## src/rtl/mips_data_bus_bridge.sv

```systemverilog
// rtl/mips_data_bus_bridge.sv - Harvard core data port to Avalon-MM master bridge with one-word read cache
module mips_data_bus_bridge #(
  parameter int unsigned MAX_WAIT = 255
) (
  input  logic        clk,
  input  logic        reset,
  input  logic [31:0] cpu_address,
  input  logic        cpu_read,
  input  logic        cpu_write,
  input  logic [31:0] cpu_writedata,
  output logic [31:0] cpu_readdata,
  output logic        cpu_stall,
  output logic [31:0] avm_address,
  output logic        avm_read,
  output logic        avm_write,
  output logic [31:0] avm_writedata,
  output logic [3:0]  avm_byteenable,
  input  logic        avm_waitrequest,
  input  logic [31:0] avm_readdata,
  input  logic        avm_readdatavalid,
  output logic        bus_error
);

  localparam int unsigned CNT_W = ($clog2(MAX_WAIT + 1) > 8) ? $clog2(MAX_WAIT + 1) : 8;
  localparam logic [CNT_W-1:0] CNT_MAX   = '1;
  localparam logic [CNT_W-1:0] WAIT_LAST = CNT_W'(MAX_WAIT - 1);

  localparam logic [1:0] S_IDLE      = 2'd0;
  localparam logic [1:0] S_REQ       = 2'd1;
  localparam logic [1:0] S_WAIT_DATA = 2'd2;
  localparam logic [1:0] S_DONE      = 2'd3;

  logic [1:0]       r_state;
  logic             r_cache_valid;
  logic [29:0]      r_cache_addr;
  logic [31:0]      r_cache_data;
  logic [CNT_W-1:0] r_wait_cnt;
  logic             r_bus_error;
  logic             r_is_write;
  logic             r_avm_read;
  logic             r_avm_write;
  logic [31:0]      r_avm_address;
  logic [31:0]      r_avm_writedata;

  logic w_hit;
  logic w_busy;
  logic w_accept;
  logic w_expired;

  // A hit is only possible for a pure read; any write goes to the bus.
  assign w_hit     = r_cache_valid && (r_cache_addr == cpu_address[31:2]) && cpu_read && !cpu_write;
  assign w_busy    = (r_state == S_REQ) || (r_state == S_WAIT_DATA);
  assign w_accept  = (r_state == S_REQ) && !avm_waitrequest;
  // The cycle with count MAX_WAIT-1 is the last one allowed; abort if it does not complete.
  assign w_expired = w_busy && (r_wait_cnt >= WAIT_LAST);

  // Stall is gated by reset so the core is never frozen while the bridge is held in reset.
  assign cpu_stall = reset && ((((cpu_read || cpu_write) && !w_hit) && (r_state != S_DONE)) || w_busy);

  assign cpu_readdata   = r_cache_valid ? r_cache_data : 32'd0;
  assign avm_address    = r_avm_address;
  assign avm_read       = r_avm_read;
  assign avm_write      = r_avm_write;
  assign avm_writedata  = r_avm_writedata;
  assign avm_byteenable = 4'hF;
  assign bus_error      = r_bus_error;

  // Transaction sequencer, cache register, wait counter and sticky error flag.
  always_ff @(posedge clk or negedge reset) begin
    if (!reset) begin
      r_state         <= S_IDLE;
      r_cache_valid   <= 1'b0;
      r_cache_addr    <= '0;
      r_cache_data    <= '0;
      r_wait_cnt      <= '0;
      r_bus_error     <= 1'b0;
      r_is_write      <= 1'b0;
      r_avm_read      <= 1'b0;
      r_avm_write     <= 1'b0;
      r_avm_address   <= '0;
      r_avm_writedata <= '0;
    end else begin
      unique case (r_state)
        S_IDLE: begin
          r_wait_cnt <= '0;
          if (cpu_write) begin
            r_avm_address   <= cpu_address & 32'hFFFF_FFFC;
            r_avm_writedata <= cpu_writedata;
            r_avm_write     <= 1'b1;
            r_is_write      <= 1'b1;
            r_cache_valid   <= 1'b0;
            r_state         <= S_REQ;
          end else if (cpu_read && !w_hit) begin
            r_avm_address <= cpu_address & 32'hFFFF_FFFC;
            r_avm_read    <= 1'b1;
            r_is_write    <= 1'b0;
            r_state       <= S_REQ;
          end
        end
        S_REQ: begin
          if (w_accept) begin
            r_avm_read  <= 1'b0;
            r_avm_write <= 1'b0;
            if (r_is_write) begin
              r_state <= S_DONE;
            end else if (avm_readdatavalid) begin
              r_cache_data  <= avm_readdata;
              r_cache_addr  <= r_avm_address[31:2];
              r_cache_valid <= 1'b1;
              r_state       <= S_DONE;
            end else begin
              r_state <= S_WAIT_DATA;
              if (r_wait_cnt != CNT_MAX) r_wait_cnt <= r_wait_cnt + 1'b1;
            end
          end else if (w_expired) begin
            r_avm_read    <= 1'b0;
            r_avm_write   <= 1'b0;
            r_bus_error   <= 1'b1;
            r_cache_data  <= '0;
            r_cache_addr  <= r_avm_address[31:2];
            r_cache_valid <= !r_is_write;
            r_state       <= S_DONE;
          end else if (r_wait_cnt != CNT_MAX) begin
            r_wait_cnt <= r_wait_cnt + 1'b1;
          end
        end
        S_WAIT_DATA: begin
          if (avm_readdatavalid) begin
            r_cache_data  <= avm_readdata;
            r_cache_addr  <= r_avm_address[31:2];
            r_cache_valid <= 1'b1;
            r_state       <= S_DONE;
          end else if (w_expired) begin
            r_bus_error   <= 1'b1;
            r_cache_data  <= '0;
            r_cache_addr  <= r_avm_address[31:2];
            r_cache_valid <= 1'b1;
            r_state       <= S_DONE;
          end else if (r_wait_cnt != CNT_MAX) begin
            r_wait_cnt <= r_wait_cnt + 1'b1;
          end
        end
        S_DONE: begin
          r_wait_cnt <= '0;
          if (r_is_write) r_cache_valid <= 1'b0;
          r_state <= S_IDLE;
        end
        default: r_state <= S_IDLE;
      endcase
    end
  end

endmodule

```

## config.mk

```make
export PLATFORM = sky130hd
export DESIGN_NAME = mips_data_bus_bridge
export DESIGN_NICKNAME = d
export VERILOG_FILES = /design/src/rtl/mips_data_bus_bridge.sv
export SDC_FILE = /design/constraint.sdc
export NUM_CORES = 1
export LEC_CHECK = 0
export CAP_MARGIN = 20
export CORE_UTILIZATION = 40
export DETAILED_ROUTE_END_ITERATION = 10
export HOLD_SLACK_MARGIN = 0.02
export PLACE_DENSITY = 0.68
export SYNTH_ARGS = -nofsm -noshare
export SYNTH_HDL_FRONTEND = slang
export SYNTH_SLANG_ARGS = --single-unit
```

## constraint.sdc

```tcl
create_clock -name clk -period 2.85 [get_ports clk]
set_input_delay 0.57 -clock clk [delete_from_list [all_inputs] [get_ports clk]]
set_output_delay 0.57 -clock clk [all_outputs]
set_load 0.1 [all_outputs]
```

==> results of run 1 <==
state kept, by name, indices dropped and copies added, names as in the netlist:
| register | count |
|---|---|
| r_is_write | 1 |
| r_cache_valid | 1 |
| r_cache_data | 32 |
| r_wait_cnt | 8 |
| avm_read | 1 |
| bus_error | 1 |
| r_state | 2 |
| avm_writedata | 32 |
| avm_address | 30 |
| r_cache_addr | 30 |
| avm_write | 1 |
metrics by stage:
step	setup slack [ns]	instance area, sq um	cells
2_1_floorplan	0.3024	6292	472
3_3_place_gp	-0.1153	8294	867
3_5_place_dp	-0.1087	8294	867
4_1_cts	0.00003109	8860	898
5_1_grt	0.03768	8895	899
6_report	0.1402	8897	900
cell usage after synthesis (2+ instances only):
cell type	number
sky130_fd_sc_hd__a21o_1	2
sky130_fd_sc_hd__a21oi_1	13
sky130_fd_sc_hd__a22o_1	32
sky130_fd_sc_hd__a41oi_1	3
sky130_fd_sc_hd__and2_1	29
sky130_fd_sc_hd__and2_2	3
sky130_fd_sc_hd__buf_1	2
sky130_fd_sc_hd__buf_4	10
sky130_fd_sc_hd__buf_6	3
sky130_fd_sc_hd__clkbuf_1	12
sky130_fd_sc_hd__conb_1	2
sky130_fd_sc_hd__dfrtp_1	139
sky130_fd_sc_hd__ha_1	6
sky130_fd_sc_hd__inv_1	7
sky130_fd_sc_hd__mux2_2	64
sky130_fd_sc_hd__mux2_4	28
sky130_fd_sc_hd__nand2_1	12
sky130_fd_sc_hd__nand3_1	3
sky130_fd_sc_hd__nand4_1	11
sky130_fd_sc_hd__nor2_1	11
sky130_fd_sc_hd__nor2b_1	2
sky130_fd_sc_hd__nor4_4	2
sky130_fd_sc_hd__o211ai_1	3
sky130_fd_sc_hd__o21a_1	2
sky130_fd_sc_hd__o21ai_0	9
sky130_fd_sc_hd__o22ai_1	2
sky130_fd_sc_hd__or3_1	2
sky130_fd_sc_hd__xnor2_1	31
final cells by class:
type	instances	area, sq um
fillers	1272	6361
flip-flops and latches	139	3478
multi-input cells	299	2658
repair buffers	211	1899
clock buffers	25	505.5
well taps	211	264.0
clock inverters	6	61.31
inverters	7	26.28
diodes	2	5.005
worst max-delay path, cell delays in order:
cell	delay (ns)
sky130_fd_sc_hd__clkdlybuf4s50_1	0.50
sky130_fd_sc_hd__xnor2_1	0.12
sky130_fd_sc_hd__nand4_1	0.18
sky130_fd_sc_hd__nor4_4	0.23
sky130_fd_sc_hd__a211oi_2	0.14
sky130_fd_sc_hd__o21a_1	0.22
sky130_fd_sc_hd__buf_12	0.17
cells in the final DEF, fill, tap and decap left out, drive strengths merged, types with 3 or more instances in the layout:
master / n
dfrtp: 139
buf: 113
mux2: 92
clkdlybuf4s50: 71
and2: 33
a22o: 32
xnor2: 31
clkbuf: 25
dlygate4sd2: 17
a21oi: 13
nand2: 12
nand4: 11
nor2: 11
dlymetal6s2s: 10
o21ai: 10
inv: 7
ha: 6
conb: 6
clkinv: 4
nand3: 3
o211ai: 3
a41oi: 3
worst max-delay path by stage:
stage / start / to / slack, ns / cells after the start
6_report: cpu_address[25] / cpu_stall / 0.14 / 7
5_1_grt: cpu_address[18] / cpu_stall / 0.04 / 7
4_1_cts: cpu_address[23] / cpu_stall / 0.00003 / 7
3_5_place_dp: cpu_write / cpu_stall / -0.11 / 7
3_3_place_gp: cpu_write / cpu_stall / -0.12 / 7
2_1_floorplan: cpu_write / cpu_stall / 0.30 / 5
cells by family after synthesis:
logic type,after synthesis,share of synthesized area
AO/OA/AOI/OAI,79,0.09587
XOR/XNOR,31,0.04325
adder cells (fa/ha/maj),6,0.01196
buffers and inverters,34,0.02990
flip-flops,139,0.5541
multiplexers,93,0.1834
other,2,0.001196
AND/OR/NAND/NOR,84,0.08033
metal layers:
layer | up-vias | part of all wire | wire (microns) | GRT usage
met2 | 164 | 0.47 | 7078 | 0.3009
li1 | 2082 | - | - | -
met3 | 17 | 0.068 | 1023 | 0.06491
met4 | 4 | 0.016 | 240 | 0.07563
met5 | - | 0.0013 | 20 | 0
met1 | 2195 | 0.44 | 6580 | 0.2461
repair_timing:
| item | CTS | global route |
|---|---|---|
| endpoints found under the hold margin | 0 | 0 |
| pin swaps | 19 | 7 |
| endpoints found under the setup margin | 1 | 1 |
| resized for setup | 20 | 11 |
==> results.tsv, run 1 <==
stage	metric	value	unit
run_status	run status	completed	
critical_path	Worst Path Required	2.28	ns
global_route	via count of the first global-routing pass	4582	
clock_tree	clk buf depth	2	
critical_path	CP Capture Type	primary output	
timing	final count of hold timing violations	0	
drt	post-detailed-route DRC marker count	0	
timing	transition time at the pin with the least slew margin	0.7447	ns
critical_path	flop2flop setup slack	0.33	ns
timing	maximum clock frequency	369.0	MHz
clock_tree	root buf cell	sky130_fd_sc_hd__clkbuf_16	
floorplan	die boundary width	127.3	microns
timing	post-layout minimum cycle time	2.710	ns
critical_path	arrival time of data at the critical path endpoint	2.14	ns
logic_synthesis	number of register bits inferred by synthesis	139	
final_layout	share of post-route cells with drive strength above 1	0.3595	
global_route	first-pass GRT wire length	23880	microns
timing	setup repair after global routing missed its margin	no	
logic_synthesis	synthesized area per cell	13.41	sq um
clock_tree	count of buffers added by post-CTS timing repair for setup	0	
clock_tree	hold buffer count at cts	0	
global_route	global-route total usage across every layer	0.1924	
logic_synthesis	primary flip-flop cell chosen by synthesis mapping	sky130_fd_sc_hd__dfrtp_1	
timing	worst clock skew on the final layout	0.006599	ns
logic_synthesis	top cells by area, synth	sky130_fd_sc_hd__dfrtp_1, sky130_fd_sc_hd__mux2_2, sky130_fd_sc_hd__mux2_4	
logic_synthesis	proportion of synthesized chip area in sequential cells	0.5541	
floorplan	die area	16200	sq um
critical_path	Register-to-Register Path Depth	8	
drt	iteration-0 DRC count of the detailed router	109	
logic_synthesis	Async SR Flop Fraction	1.000	
global_route	GRT overflow	0	
timing	period utilization	0.9508	
logic_synthesis	Synth Instances	468	
logic_synthesis	Netlist cell types	51	
logic_synthesis	number of enable-type register cells in the synthesized netlist	0	
timing	final setup fails	0	
logic_synthesis	fraction of synthesized cell area taken by the top area cell type	0.5541	
final_layout	area growth from synthesis to layout	41.74	%
floorplan	die outline height	127.3	microns
placed_design	final weighted congestion in routability-driven placement	0.8218	
timing	final number of max-transition violations	0	
logic_synthesis	Ys Warns	0	
floorplan	count of pins on the block boundary	206	
floorplan	Initial Util	0.4114	
critical_path	launch point of the worst reg-to-reg path	r_state[0]	
clock_tree	total clock buffers created by CTS	17	
floorplan	floorplan row count	45	
placed_design	HPWL reported at the end of detailed placement	10380	microns
flow_run	max capacitance violation total	0	
critical_path	type of element launching the critical path	input port	
logic_synthesis	Post-Syn Area	6277	sq um
drt	remaining antenna violation count after routing	0	
final_layout	final net count	783	
placed_design	number of input and output port buffers inserted	197	
drt	Total Wirelength	14940	microns
min_path	classification of the worst-slack hold path	input port to asynchronous set/reset pin	
final_layout	Util after Layout	0.5831	
clock_tree	clock slew at the register clock pins of the worst setup and hold paths	0.06	ns
drt	via count	4462	
drt	total iterations of the first detailed-routing run	4	
global_route	maximum number of pins on one net before global-route repair	140	
timing	Fin Hold WS	0.2558	ns
drt	average routed wire per standard cell	16.60	microns
clock_tree	insertion delay of the later-clocked pin in the worst-skew pair	0.42	ns
critical_path	highest net fanout along the worst path	2	
floorplan	CORE AREA	15260	sq um
drt	ratio of routed vias to standard cells	4.958	
clock_tree	H-tree depth	4	
timing	summed negative setup slack over all endpoints	0	ns
critical_path	R2R Path End	r_cache_addr[27]	
clock_tree	CTS tree	done	
timing	worst slew slack as a fraction of its limit	0.5035	
critical_path	CP Class	input port to primary output	
clock_tree	Clock Sink Count	139	
global_route	number of antenna violations at the first check in global routing	3	
logic_synthesis	cell taking the most area after synthesis	sky130_fd_sc_hd__dfrtp_1	
Power of run 1 is not shown: default switching activity piles up to over one toggle a cycle in this logic, so the estimate is an artifact.
==> run 2, diff against run 1 <==
Clock period 2.85 ns to 3 ns, I/O delays scaled along.
==> run 2 against run 1 <==
Compared with the run above: clock skew is essentially flat; global-route usage is essentially flat; first-iteration DRC count grew 78%; sequential cell count did not move; die area unchanged; final cell count fell by 0.11%; clock-buffer cell count decreased by 4; non-clock buffer count is 1 lower; via count hardly changed; setup slack got worse by 0.086 ns; critical path depth is the same.
==> results.tsv, run 2 (same netlist as run 1, synthesis figures left out) <==
stage	metric	value	unit
placed_design	final weighted congestion in routability-driven placement	0.8622	
final_layout	commonest cells after routing, fill and taps aside	sky130_fd_sc_hd__dfrtp_1, sky130_fd_sc_hd__buf_4, sky130_fd_sc_hd__clkdlybuf4s50_1, sky130_fd_sc_hd__mux2_2, sky130_fd_sc_hd__a22o_1	
critical_path	type of element launching the critical path	input port	
final_layout	Util after Layout	0.5871	
drt	post-detailed-route DRC marker count	0	
critical_path	highest net fanout along the worst path	2	
critical_path	arrival time of data at the critical path endpoint	2.35	ns
clock_tree	H-tree depth	4	
critical_path	flop2flop setup slack	0.50	ns
critical_path	CP Capture Type	primary output	
placed_design	minimum setup slack after placement	-0.003369	ns
floorplan	count of pins on the block boundary	206	
placed_design	area post-placement	8287	sq um
flow_run	max capacitance violation total	0	
clock_tree	root buf cell	sky130_fd_sc_hd__clkbuf_16	
floorplan	die boundary width	127.3	microns
timing	worst clock skew on the final layout	0.007040	ns
clock_tree	clk buf depth	2	
critical_path	launch point of the worst reg-to-reg path	r_state[0]	
timing	post-layout minimum cycle time	2.946	ns
final_layout	area used by multi-input combinational logic	2680	sq um
final_layout	final net count	782	
timing	period utilization	0.9820	
global_route	GRT overflow	0	
clock_tree	clock slew at the register clock pins of the worst setup and hold paths	0.06	ns
critical_path	CP Class	input port to primary output	
drt	total iterations of the first detailed-routing run	4	
final_layout	fin area	8959	sq um
drt	average routed wire per standard cell	16.74	microns
placed_design	number of input and output port buffers inserted	197	
drt	via count	4465	
final_layout	Sequential cell area	3478	sq um
global_route	global-route total usage across every layer	0.1922	
timing	maximum clock frequency	339.4	MHz
floorplan	floorplan row count	45	
final_layout	area growth from synthesis to layout	42.71	%
global_route	via count of the first global-routing pass	4656	
clock_tree	CTS tree	done	
clock_tree	count of buffers added by post-CTS timing repair for setup	0	
global_route	number of antenna violations at the first check in global routing	1	
timing	final setup fails	0	
clock_tree	Clock Sink Count	139	
clock_tree	total clock buffers created by CTS	17	
critical_path	Worst Path Required	2.40	ns
timing	worst slew slack as a fraction of its limit	0.4838	
drt	iteration-0 DRC count of the detailed router	194	
floorplan	die area	16200	sq um
min_path	classification of the worst-slack hold path	input port to asynchronous set/reset pin	
drt	ratio of routed vias to standard cells	4.967	
timing	final number of max-transition violations	0	
floorplan	CORE AREA	15260	sq um
global_route	first-pass GRT wire length	24090	microns
critical_path	startpoint of the most critical setup path	cpu_address[26]	
global_route	maximum number of pins on one net before global-route repair	140	
timing	transition time at the pin with the least slew margin	0.7744	ns
timing	setup repair after global routing missed its margin	no	
timing	setup slack after layout	0.05402	ns
drt	Total Wirelength	15050	microns
timing	final count of hold timing violations	0	
final_layout	most common library cell in the layout ignoring fill and taps	sky130_fd_sc_hd__dfrtp_1	
run_status	run status	completed	
final_layout	fill cell count	1240	
placed_design	HPWL reported at the end of detailed placement	10210	microns
floorplan	die outline height	127.3	microns
drt	remaining antenna violation count after routing	0	
final_layout	share of post-route cells with drive strength above 1	0.3654	
clock_tree	insertion delay of the later-clocked pin in the worst-skew pair	0.41	ns
clock_tree	hold buffer count at cts	0	
floorplan	Initial Util	0.4114	
[run 2: cell types whose count changed in the layout (fill, tap and decap cells not counted), sizes merged, moves of 2 or more]
| cell | delta |
|---|---|
| bufinv | +2 |
| clkbuf | -4 |
| clkdlybuf4s50 | +19 |
| dlygate4sd2 | -16 |
| dlymetal6s2s | -3 |
[run 2: final cells by class]
cell class	instances	share of cell area
inverter	7	0.002933
clock inverter	11	0.01592
tap	211	0.02947
multi-input combinational	299	0.2992
sequential	139	0.3883
antenna	1	0.0002793
clock buffer	21	0.05140
timing repair buffer	210	0.2126
[run 2: critical path: stages]
cell and delay [ns]:
sky130_fd_sc_hd__clkdlybuf4s50_1 0.51, sky130_fd_sc_hd__xnor2_1 0.15, sky130_fd_sc_hd__nand4_1 0.17, sky130_fd_sc_hd__nor4_4 0.36, sky130_fd_sc_hd__a211oi_2 0.14, sky130_fd_sc_hd__o21a_1 0.24
sky130_fd_sc_hd__buf_12 0.17
[run 2: what timing repair did]
action | CTS | global route
pin swaps | 3 | 10
hold endpoints to repair | 0 | 0
gates resized for setup | 3 | 12
cloned | 0 | 0
setup endpoints to repair | 1 | 1
[run 2: path summary, 6_finish.rpt]
check,cells past startpoint,to
max,7,cpu_stall
min,2,r_cache_data[23]
max reg2reg,8,r_cache_addr[22]
min reg2reg,1,bus_error
max in group asynchronous,2,avm_writedata[29]
min in group clk,1,bus_error
[run 2: per-layer routing]
layer,wire length (microns),vias up,global-route usage
li1,-,2069,-
met1,6606,2208,0.2461
met4,206,2,0.05322
met3,1052,17,0.06491
met5,6,-,0
met2,7176,169,0.3105
[run 2: metrics by stage]
step	setup TNS (ns)	hold WS, ns	std cells
2_1_floorplan	0	0.3044	472
3_3_place_gp	-0.02861	0.4449	866
3_5_place_dp	-0.003369	0.4711	866
4_1_cts	0	0.3556	898
5_1_grt	0	0.3873	899
6_report	0	0.2922	899
Power of run 2 is left out for the same reason.
==> run 3, diff against run 2 <==
Settings changed: ABC_CLOCK_PERIOD_IN_PS set to 3000.
==> results of run 3 <==
No change in the layout: final DEF, timing and power equal those of run 2.
Power of run 3 is left out for the same reason.
